===== src/rtl/sync_fifo_fwft_pkg.sv =====
// Shared constants and width helpers for the synchronous FWFT-capable FIFO.
package sync_fifo_fwft_pkg;

    // Read-mode selector values for the FWFT parameter.
    localparam int MODE_STD  = 0;
    localparam int MODE_FWFT = 1;

    // ceil(log2(value)), never less than 1 so a 2-entry FIFO still gets a real pointer bit.
    function automatic int clog2_min1(input int value);
        int w;
        w = 1;
        while ((1 << w) < value) begin
            w = w + 1;
        end
        return w;
    endfunction

    // Bits needed to hold an occupancy of 0..depth inclusive.
    function automatic int count_width(input int depth);
        return clog2_min1(depth + 1);
    endfunction

    // Bits needed to address entries 0..depth-1.
    function automatic int ptr_width(input int depth);
        return clog2_min1(depth);
    endfunction

endpackage


===== src/rtl/sync_fifo_ptr.sv =====
// Wrapping FIFO pointer: counts 0..DEPTH-1 and returns to 0, so any depth works.
module sync_fifo_ptr
    import sync_fifo_fwft_pkg::*;
#(
    parameter int DEPTH = 10
) (
    input  logic                        clk,
    input  logic                        srst,
    input  logic                        inc,
    output logic [ptr_width(DEPTH)-1:0] ptr
);

    localparam int             PW   = ptr_width(DEPTH);
    localparam logic [PW-1:0]  LAST = PW'(DEPTH - 1);

    // Advance on inc, clearing at the last entry instead of relying on 2^n rollover.
    // NOTE: state registers use non-blocking (<=) so every flop samples pre-edge values.
    always_ff @(posedge clk) begin
        if (srst) begin
            ptr <= '0;
        end else if (inc) begin
            ptr <= (ptr == LAST) ? '0 : ptr + PW'(1);
        end
    end

endmodule


===== src/rtl/sync_fifo_fwft.sv =====
// Single-clock FIFO with arbitrary depth, standard or first-word-fall-through
// read mode, programmable almost thresholds, occupancy count and error pulses.
module sync_fifo_fwft
    import sync_fifo_fwft_pkg::*;
#(
    parameter int DEPTH     = 10,
    parameter int WIDTH     = 4,
    parameter int FWFT      = 0,
    parameter int AFULL_TH  = DEPTH - 2,
    parameter int AEMPTY_TH = 2
) (
    input  logic                          clk,
    input  logic                          srst,
    input  logic                          wren,
    input  logic [WIDTH-1:0]              wrdata,
    output logic                          full,
    output logic                          almost_full,
    output logic                          overflow,
    input  logic                          rden,
    output logic [WIDTH-1:0]              rddata,
    output logic                          rvalid,
    output logic                          empty,
    output logic                          almost_empty,
    output logic                          underflow,
    output logic [count_width(DEPTH)-1:0] count
);

    localparam int            CW       = count_width(DEPTH);
    localparam int            PW       = ptr_width(DEPTH);
    localparam logic [CW-1:0] DEPTH_C  = CW'(DEPTH);
    localparam logic [CW-1:0] AFULL_C  = CW'(AFULL_TH);
    localparam logic [CW-1:0] AEMPTY_C = CW'(AEMPTY_TH);

    // Illegal configurations stop elaboration rather than build a broken FIFO.
    if (DEPTH < 2) begin : g_bad_depth
        $fatal(1, "sync_fifo_fwft: DEPTH must be >= 2");
    end
    if (FWFT != MODE_STD && FWFT != MODE_FWFT) begin : g_bad_mode
        $fatal(1, "sync_fifo_fwft: FWFT must be 0 or 1");
    end
    if (AFULL_TH < 1 || AFULL_TH > DEPTH) begin : g_bad_afull
        $fatal(1, "sync_fifo_fwft: AFULL_TH must be in 1..DEPTH");
    end
    if (AEMPTY_TH < 0 || AEMPTY_TH > DEPTH - 1) begin : g_bad_aempty
        $fatal(1, "sync_fifo_fwft: AEMPTY_TH must be in 0..DEPTH-1");
    end

    logic [WIDTH-1:0] mem [DEPTH];
    logic [PW-1:0]    wr_ptr;
    logic [PW-1:0]    rd_ptr;
    logic [CW-1:0]    count_next;
    logic             rd_ok;
    logic             wr_ok;

    // A full FIFO may still take a write when a read frees a slot in the same cycle.
    assign rd_ok = rden & ~empty;
    assign wr_ok = wren & (~full | rd_ok);

    sync_fifo_ptr #(.DEPTH(DEPTH)) u_wr_ptr (
        .clk  (clk),
        .srst (srst),
        .inc  (wr_ok),
        .ptr  (wr_ptr)
    );

    sync_fifo_ptr #(.DEPTH(DEPTH)) u_rd_ptr (
        .clk  (clk),
        .srst (srst),
        .inc  (rd_ok),
        .ptr  (rd_ptr)
    );

    // Store accepted writes; reset only rewinds the pointers.
    // NOTE: the array has no reset -- contents are meaningless until written, and a reset would cost a flop per bit.
    always_ff @(posedge clk) begin
        if (wr_ok && !srst) begin
            mem[wr_ptr] <= wrdata;
        end
    end

    // Occupancy next-state: net change of accepted write minus accepted read.
    // NOTE: assign the default first so every path drives count_next and no latch is inferred.
    always_comb begin
        count_next = count;
        unique case ({wr_ok, rd_ok})
            2'b10:   count_next = count + CW'(1);
            2'b01:   count_next = count - CW'(1);
            default: count_next = count;
        endcase
    end

    // Occupancy register and the registered reject pulses.
    always_ff @(posedge clk) begin
        if (srst) begin
            count     <= '0;
            overflow  <= 1'b0;
            underflow <= 1'b0;
        end else begin
            count     <= count_next;
            overflow  <= wren & ~wr_ok;
            underflow <= rden & ~rd_ok;
        end
    end

    // Status flags decode the registered count only, so they cannot glitch.
    assign full         = (count == DEPTH_C);
    assign empty        = (count == '0);
    assign almost_full  = (count >= AFULL_C);
    assign almost_empty = (count <= AEMPTY_C);

    if (FWFT == MODE_FWFT) begin : g_fwft
        // Head of queue is always presented; rden only acknowledges it.
        assign rddata = mem[rd_ptr];
        assign rvalid = ~empty;
    end else begin : g_std
        logic [WIDTH-1:0] rddata_q;
        logic             rvalid_q;

        // Registered read: data appears one cycle after the accepted rden and then holds.
        always_ff @(posedge clk) begin
            if (srst) begin
                rddata_q <= '0;
                rvalid_q <= 1'b0;
            end else begin
                rvalid_q <= rd_ok;
                if (rd_ok) begin
                    rddata_q <= mem[rd_ptr];
                end
            end
        end

        assign rddata = rddata_q;
        assign rvalid = rvalid_q;
    end

endmodule


===== config.mk =====
export PLATFORM = sky130hd
export DESIGN_NAME = sync_fifo_fwft
export DESIGN_NICKNAME = d
export VERILOG_FILES = /design/src/rtl/sync_fifo_fwft_pkg.sv /design/src/rtl/sync_fifo_ptr.sv /design/src/rtl/sync_fifo_fwft.sv
export SDC_FILE = /design/constraint.sdc
export NUM_CORES = 1
export LEC_CHECK = 0
export BUFFER_PORTS_ARGS = -buffer_cell sky130_fd_sc_hd__buf_2
export CAP_MARGIN = 25
export CORE_ASPECT_RATIO = 0.8
export CORE_MARGIN = 5
export CORE_UTILIZATION = 52
export DETAILED_ROUTE_END_ITERATION = 7
export PLACE_DENSITY = 0.79
export SETUP_SLACK_MARGIN = 0.5
export SKIP_CTS_REPAIR_TIMING = 1
export SLEW_MARGIN = 20
export SYNTH_ARGS = -nofsm -noshare
export SYNTH_HDL_FRONTEND = slang
export SYNTH_SLANG_ARGS = --single-unit

===== constraint.sdc =====
create_clock -name clk -period 2.2 [get_ports clk]
set_input_delay 0.33 -clock clk [delete_from_list [all_inputs] [get_ports clk]]
set_output_delay 0.33 -clock clk [all_outputs]
set_load 0.01 [all_outputs]

### After elaboration in Yosys (flattened, before gate mapping)

Memory sizes are Yosys's and may differ from the RTL's. A register that Yosys moved wholly into a read port is not among the register bits.
Cells that the tools add are included.

| word-level totals | value |
|---|---|
| logic and storage cells | 36 |
| output and inout bits | 15 |
| register bits | 15 |
| bits in writable memories | 40 |
| memories | 1 |

Memory list:

| name | words | bits a word | rd ports | clocked after memory_dff | wr ports | RTL line | source |
|---|---|---|---|---|---|---|---|
| mem | 10 | 4 | 1 | 1 | 1 | sync_fifo_fwft.sv:48 | `logic [WIDTH-1:0] mem [DEPTH];` |

| cells by class | value |
|---|---|
| reductions and logical operators | 4 |
| $lt $le $gt $ge | 2 |
| multiplexer cells | 5 |
| $add $sub $neg | 4 |
| eq/ne operators | 5 |
| bitwise operators | 9 |

Operators by type and width:

| cell | count |
|---|---|
| 4-bit by 1-bit adder with 4-bit output, second input constant | 3 |
| 4-bit == test, second input constant | 3 |
| 4-bit two-way mux | 2 |
| 4-bit one-hot mux with 2 select lines | 1 |
| 1-bit AND | 4 |
| 4-bit >= comparator, second input constant | 1 |
| 4-bit by 2-bit less-or-equal comparator with 1-bit output, second input constant | 1 |
| 4-bit zero test | 1 |
| 1-bit inverter | 4 |
| 4-bit by 1-bit subtractor with 4-bit output, second input constant | 1 |
| 2-bit by 1-bit == test with 1-bit output, second input constant | 1 |
| 2-bit == test, second input constant | 1 |
| 1-bit two-way mux | 2 |
| 2-bit nonzero test | 1 |
| 1-bit logical AND | 1 |
| 1-bit zero test | 1 |
| 1-bit bitwise OR | 1 |

### Depth between registers and ports, before layout

Gate-level depths: netlist of run 1.

| logic depth | value |
|---|---|
| depth after elaboration | 8 |
| mapped depth | 10 |

### Modules after synthesis

A second synthesis of run 1 with hierarchy kept.

| second synthesis, totals | value |
|---|---|
| cell total of the unflattened synthesis | 170 |
| area, all modules | 2561.2 µm² |

By module, submodules not included:

| module | area an instance (µm²) | times used | cells each | seq. area each (µm²) |
|---|---|---|---|---|
| sync_fifo_fwft | 2203.4 | 1 | 134 | 1421.4 |
| sync_fifo_ptr | 178.9 | 2 | 18 | 80.1 |

### Worst setup path after synthesis of run 1

No wires, ideal clock.

| timing | value |
|---|---|
| path kind | register to register |
| start point | register count[0] |
| end point | register count[3] |
| required time | 2077 ps |
| setup slack | -86 ps |
| period minus slack after synthesis | 2286 ps |
| stages on the path, launching flop included | 11 |
| arrival time | 2162 ps |
| cells stage by stage | dfxtp_1 -> buf_6 -> o41a_1 -> buf_6 -> nand2b_4 -> inv_2 -> ha_1 -> a21oi_1 -> nand2_1 -> o22ai_2 -> mux2_1 |

| between the ends | value |
|---|---|
| longest elaborated chain between the ends | 7 |

RTL lines:

| what | RTL line | source |
|---|---|---|
| start: declaration | sync_fifo_fwft.sv:25 | `output logic [count_width(DEPTH)-1:0] count` |
| start signal: assignment | sync_fifo_fwft.sv:99 | `count <= count_next;` |
| 4-bit zero test | sync_fifo_fwft.sv:107 | `assign empty = (count == '0);` |
| 1-bit inverter | sync_fifo_fwft.sv:56 | `assign rd_ok = rden & ~empty;` |
| 1-bit AND | sync_fifo_fwft.sv:56 |  |
| 1-bit bitwise OR | sync_fifo_fwft.sv:57 | `assign wr_ok = wren & (~full \| rd_ok);` |
| 1-bit AND | sync_fifo_fwft.sv:57 |  |
| 2-bit by 1-bit == test with 1-bit output / 2-bit == test (equally long branches) | sync_fifo_fwft.sv:85 | `unique case ({wr_ok, rd_ok})` |
| 4-bit one-hot mux with 2 select lines / 2-bit nonzero test (equally long branches) | -- |  |

Several ways; a longest one is shown, not always the timed one.
A chain may end at the register's enable or synchronous reset.

### Worst setup path in the final report of run 1

| timing | value |
|---|---|
| start point | register count[1] |
| end point | register count[3] |

Same word-level chain as after synthesis.

==> qor.txt, run 1 <==
Status -> completed
Crit-path max FO -> 5
Root Driver -> clkbuf_8
IO Count -> 23
Non-filler cells, final -> 290
GP Congestion -> 0.7620
Placed Cells -> 263
Fin. Hold Viols -> 0
DR WL/cell -> 18.68 µm
Drt pass-1 iters -> 4
Placed cell area -> 2824 µm²
Vias/cell -> 5.721
Port Buffer Count -> 22
Rows -> 22
Share of layout cells above drive strength 1 -> 43.48%
Pleak -> 1.158 nW
Fin Clk Skew -> 6.664 ps
Synth area leader -> edfxtp_1
DRT Wirelength -> 5417 µm
Max Fclk -> 486.4 MHz
Grt total ovfl -> 0
Tot GR Track Use -> 17.66%
First-pass GRT wire length -> 8224 µm
Final instance area -> 3167 µm²
Peak supply drop -> 0.0005144 V
Synth unique cells -> 44
H-tree depth -> 3
Syn Nets -> 192
FF+latch count, synth -> 59
Switching Fraction -> 29.36%
Seq pwr share -> 44.0%
Fin. max-slew vios -> 0
Synth top area share -> 47.45%
Synthesized area -> 2531 µm²
CTS sink cnt -> 59
Data required, critical path -> 2420 ps
Largest cells by area after synthesis -> edfxtp_1 (47%), dfxtp_1 (15%), mux4_2 (7.1%)
Initial Utilization -> 54.41%
Slew @ Worst Pin -> 519.3 ps
NetSw -> 0.8805 mW
DRT antenna net count -> 0
Largest net degree at the start of global routing -> 21
Residual DRC count -> 0
Num CTS Buffers -> 9
Post-layout min period -> 2056 ps
Hold crit path type -> in -> reg
Diodes inserted -> 0
Ys flop type -> edfxtp_1
Count leader, synth -> edfxtp_1
PwrDens -> 947.1 nW/µm²
Clock tree buffer depth -> 2
Initial antenna violation count -> 0
Clk pwr share -> 27.6%
Yosys warnings -> 0
Die ar. -> 6372 µm²
Total vias in the final route -> 1659
RSZ-0062 raised after global routing -> true
Fin util -> 68.07%
Post-synth EDFFs -> 40
CTS tree -> built
Die width -> 88.01 µm
Area growth from synthesis to layout -> 25.11%
Post-synthesis sequential area ratio -> 62.48%
Total negative slack -> 0 ps
Internal -> 2.119 mW
CP arrival -> 2280 ps
Final period utilization -> 93.45%
Core area -> 4652 µm²
Fillers -> 314
Startpoint types -> flip-flop
Vias in the first global route -> 1635
CP Class -> reg -> reg
Final setup viols -> 0
1st-iter DRT viols -> 108
Synthesized instance count -> 181
Post-DP HPWL -> 3651 µm
Gate power share -> 28.5%
CP Capture Type -> flip-flop
Average cell area after synthesis -> 13.98 µm²
Reg clk slew, reported paths -> 60 ps
Pre-CTS WS -> 104.1 ps
Max-slew headroom -> 65.33%
Clock Latency Late Sink -> 340 ps
Nets -> 236
Synth cell count leaders -> edfxtp_1 (40), dfxtp_1 (19), nor2_1 (15)
Final setup margin -> 144.1 ps
Post-synth ARST share -> 0%
Die Y -> 72.40 µm
MaxCap Viol Count -> 0
power groups by stage:
stage	logic [mW]	registers, mW	clock network (mW)
5_1_grt	0.927	1.33	0.894
3_3_place_gp	0.680	1.33	0
6_report	0.854	1.32	0.827
3_5_place_dp	0.713	1.34	0
2_1_floorplan	0.484	1.37	0
4_1_cts	0.715	1.32	0.843
area by class of cell:
class	count	area [µm²]	share of cell area [%]
timing repair buffer	41	264.0	8.337
clock buffer	13	148.9	4.702
inverter	7	31.28	0.9878
clock inverter	3	15.01	0.4741
multi-input combinational	107	1041	32.87
tap	60	75.07	2.371
sequential	59	1592	50.26
critical path, stage by stage, from the launching register on:
cell and delay, ps:
dfxtp_2 320, o41a_1 470, nand2b_4 140, inv_6 60, ha_4 280, nand3_2 80, a21o_1 170, o22ai_2 110
mux2_4 310
flip-flops by register name, indices dropped and copies added, names as in the netlist:
| name | flops |
|---|---|
| rddata | 4 |
| u_rd_ptr.ptr | 4 |
| rvalid | 1 |
| count | 4 |
| underflow | 1 |
| mem | 40 |
| u_wr_ptr.ptr | 4 |
| overflow | 1 |
through the flow:
| stage | hold WS, ps | power (mW) |
|---|---|---|
| 2_1_floorplan | 428.9 | 1.850 |
| 3_3_place_gp | 500.6 | 2.011 |
| 3_5_place_dp | 524.3 | 2.052 |
| 4_1_cts | 221.9 | 2.874 |
| 5_1_grt | 237.4 | 3.146 |
| 6_report | 237.3 | 2.999 |
cells by family (layout without fill, tap and decap cells):
family / after synthesis / in the layout / synth area share [%]
compound gates: 28 / 28 / 8.206
mux: 19 / 19 / 11.76
simple gates: 53 / 53 / 11.42
xor+xnor: 4 / 4 / 1.384
fa+ha+maj: 3 / 3 / 1.779
flops: 59 / 59 / 62.48
buf+inv: 15 / 64 / 2.966
final timing paths:
check / cells after the start / endpoint / from / slack, ps
max: 8 / count[3]$_SDFFE_PP0P_ / count[1]$_SDFFE_PP0P_ / 140
min reg2reg: 2 / u_wr_ptr.ptr[3]$_SDFFE_PP0P_ / u_wr_ptr.ptr[3]$_SDFFE_PP0P_ / 550
max reg2reg: 8 / count[3]$_SDFFE_PP0P_ / count[1]$_SDFFE_PP0P_ / 140
min: 2 / u_wr_ptr.ptr[2]$_SDFFE_PP0P_ / srst / 240
per-layer routing:
metal  up-vias  wire, µm  GRT usage (%)
met4         0       129          6.303
met1       802      2104          21.13
met5         -         0              0
li1        781         -              -
met2        60      2828          29.35
met3        16       355          6.470
cells in the final DEF (no fill, tap or decap), types with 7 or more instances in the layout:
cell type,instances
clkbuf_8,10
a21oi_1,9
buf_2,22
buf_4,16
nor2_1,7
nor2_4,8
mux4_2,8
edfxtp_1,40
nand2_1,7
dfxtp_1,15
(Power assumes the default switching activity.)
==> inputs of run 2 (changes only) <==
Settings changed: ABC_AREA set to 1, CORE_UTILIZATION 52 to 53, GPL_TIMING_DRIVEN set to 0, PLACE_DENSITY 0.79 to 0.8.
==> qor.txt, run 2 <==
Data required, critical path -> 2470 ps (+50 ps)
First-pass GRT wire length -> 9156 µm (+11%)
Post-synth ARST share -> 0% (unchanged)
Fin. Hold Viols -> 0 (unchanged)
IO Count -> 23 (unchanged)
Grt total ovfl -> 0 (unchanged)
Drt pass-1 iters -> 6 (+2)
Final setup viols -> 0 (unchanged)
Worst R2R End -> count[3]$_SDFFE_PP0P_
CP Class -> reg -> reg
Biggest register -> mem
MaxCap Viol Count -> 0 (unchanged)
Reg2reg path depth -> 10 (+2)
Placed cell area -> 2790 µm² (-1.2%)
Synth cell count leaders -> nand2_1 (55), inv_1 (44), edfxtp_1 (40)
Synth area leader -> edfxtp_1
Seq pwr share -> 42.3% (-1.7 points)
Startpoint types -> flip-flop
Switching Fraction -> 31.67% (+2.3 points)
Post-DP HPWL -> 3898 µm (+6.8%)
CTS tree -> built
Rows -> 22 (unchanged)
Tot GR Track Use -> 19.34% (+1.7 points)
Worst r2r src -> count[2]$_SDFFE_PP0P_
Port Buffer Count -> 21 (-4.5%)
Yosys warnings -> 0 (unchanged)
WHS -> 279.7 ps (+42.44 ps)
Die ar. -> 6426 µm² (+0.85%)
Hold Path Origin -> rden
CP Capture Type -> flip-flop
1st-iter DRT viols -> 213 (+97%)
Diodes inserted -> 0 (unchanged)
Synthesized instance count -> 283 (+56%)
Root Driver -> clkbuf_8
Vias in the first global route -> 1949 (+19%)
Max Fclk -> 582.6 MHz (+20%)
Total negative slack -> 0 ps (unchanged)
Nets -> 338 (+43%)
DR WL/cell -> 15.58 µm (-17%)
Post-layout min period -> 1716 ps (-339.5 ps)
Worst Hold End -> underflow$_SDFF_PP0_
Status -> completed
Syn Nets -> 294 (+53%)
Post-synth EDFFs -> 40 (unchanged)
CP arrival -> 1990 ps (-290 ps)
Internal -> 2.166 mW (+2.2%)
GP Congestion -> 0.8358 (+9.7%)
NetSw -> 1.004 mW (+14%)
Area growth from synthesis to layout -> 25.84%
Total vias in the final route -> 2143 (+29%)
Commonest cells after routing, fill and taps aside -> nand2_1 (54), inv_1 (43), edfxtp_1 (40)
Tot Pwr -> 3.170 mW (+5.7%)
Count leader, synth -> nand2_1
DRT Wirelength -> 6106 µm (+13%)
Clk pwr share -> 30.5% (+2.9 points)
WHS Path Cells -> 3 (+1)
FF+latch count, synth -> 59 (unchanged)
Ys flop type -> edfxtp_1
Crit-path max FO -> 5 (unchanged)
DRT antenna net count -> 0 (unchanged)
Vias/cell -> 5.467 (-4.4%)
Num CTS Buffers -> 9 (unchanged)
PwrDens -> 967.1 nW/µm² (+2.1%)
Synthesized area -> 2605 µm² (+2.9%)
Average cell area after synthesis -> 9.205 µm² (-34%)
Max-slew headroom -> 68.26% (+2.9 points)
Peak supply drop -> 0.0007205 V (+40%)
Clock tree buffer depth -> 2 (unchanged)
Residual DRC count -> 0 (unchanged)
CTS sink cnt -> 59 (unchanged)
Gate power share -> 27.2% (-1.3 points)
Die width -> 88.38 µm (+0.43%)
H-tree depth -> 3 (unchanged)
Largest cells by area after synthesis -> edfxtp_1 (46%), dfxtp_1 (15%), nand2_1 (7.9%)
Slew @ Worst Pin -> 474.3 ps (-44.94 ps)
Fin Clk Skew -> 3.962 ps (-2.702 ps)
Reg clk slew, reported paths -> 60 ps (about the same)
Die Y -> 72.71 µm (+0.42%)
Register-to-register setup slack -> 480 ps (+340 ps)
Non-filler cells, final -> 392 (+35%)
Share of layout cells above drive strength 1 -> 26.51% (-17 points)
Initial antenna violation count -> 0 (unchanged)
Initial Utilization -> 55.67% (+1.3 points)
Post-synthesis sequential area ratio -> 60.71% (-1.8 points)
Fin. max-slew vios -> 0 (unchanged)
Synth top area share -> 46.11% (-1.3 points)
Synth unique cells -> 24 (-45%)
Pleak -> 1.384 nW (+20%)
Placed Cells -> 364 (+38%)
Max reg flops -> 40 (unchanged)
Final period utilization -> 78.02% (-15 points)
Clock Latency Late Sink -> 350 ps (about the same)
Largest net degree at the start of global routing -> 11 (-48%)
RSZ-0062 raised after global routing -> true
Leading cell type in the layout, fill and taps excluded -> nand2_1
Core area -> 4679 µm² (+0.59%)
Final instance area -> 3278 µm² (+3.5%)
Hold crit path type -> in -> reg
Fillers -> 351 (+12%)
-- run 2: changes by cell type after synthesis, sizes merged, moves of 8 or more --
cell | before | now
inv | 7 | 45
nor2 | 15 | 37
nand2 | 7 | 59
o21ai | 5 | 20
mux4 | 8 | 0
nand3 | 3 | 28
-- run 2: how the worst max path moves through the flow --
| stage | startpoint | end | slack (ps) |
|---|---|---|---|
| final | count[2]$_SDFFE_PP0P_ | count[3]$_SDFFE_PP0P_ | 480 |
| after global routing | count[2]$_SDFFE_PP0P_ | count[3]$_SDFFE_PP0P_ | 400 |
| after CTS | count[0]$_SDFFE_PP0P_ | mem[9][1]$_DFFE_PP_ | 210 |
| after detailed placement | count[0]$_SDFFE_PP0P_ | mem[9][1]$_DFFE_PP_ | 230 |
| after global placement | count[3]$_SDFFE_PP0P_ | mem[9][2]$_DFFE_PP_ | 260 |
| after floorplan | count[0]$_SDFFE_PP0P_ | mem[8][0]$_DFFE_PP_ | 480 |
-- run 2: metal layers --
metal	global-route usage (%)	vias up	share of wire, %
met5	0	-	0
met4	6.544	0	1.7
met3	7.562	14	8.6
met2	29.96	100	50
met1	24.85	1012	40
li1	-	1017	-
-- run 2: power by group through the flow --
stage               Sequential [mW]  Combinational [mW]  Clock (mW)
finish                         1.34               0.863       0.968
global route                   1.35               0.939        1.03
CTS                            1.31               0.638       0.976
detailed placement             1.34               0.636           0
global placement               1.33               0.613           0
floorplan                      1.35               0.404           0
-- run 2: kinds of logic after synthesis --
group	after synthesis	share of synthesized area, %
adder cells (fa/ha/maj)	3	1.729
AND/OR/NAND/NOR	135	22.67
flip-flops	59	60.71
buffers and inverters	53	8.165
XOR/XNOR	1	0.3363
AO/OA/AOI/OAI	32	6.388
-- run 2: metrics by stage --
stage               setup WS (ps)  utilization (%)
floorplan                   479.8                -
global placement            260.9            59.63
detailed placement          226.7            59.63
CTS                         211.0            63.74
global route                399.7            70.05
finish                      483.6            70.05
-- run 2: critical path: stages, from the launching register on --
cell and delay (ps):
dfxtp_4 370, nor2_4 140, nand2_4 90, nand3_4 100, inv_2 80, ha_4 240, a21oi_2 190, nand3_1 150
nand3_1 110, nand2_1 50, nor2_1 110
-- run 2: cell type report --
| class | instances | area, µm² | share of cell area, % |
|---|---|---|---|
| Buffer | 8 | 43.79 | 1.336 |
| Clock buffer | 11 | 141.4 | 4.313 |
| Clock inverter | 5 | 51.30 | 1.565 |
| Inverter | 45 | 168.9 | 5.153 |
| Multi-Input combinational cell | 171 | 1006 | 30.69 |
| Sequential cell | 59 | 1597 | 48.70 |
| Tap cell | 60 | 75.07 | 2.290 |
| Timing Repair Buffer | 33 | 195.2 | 5.954 |
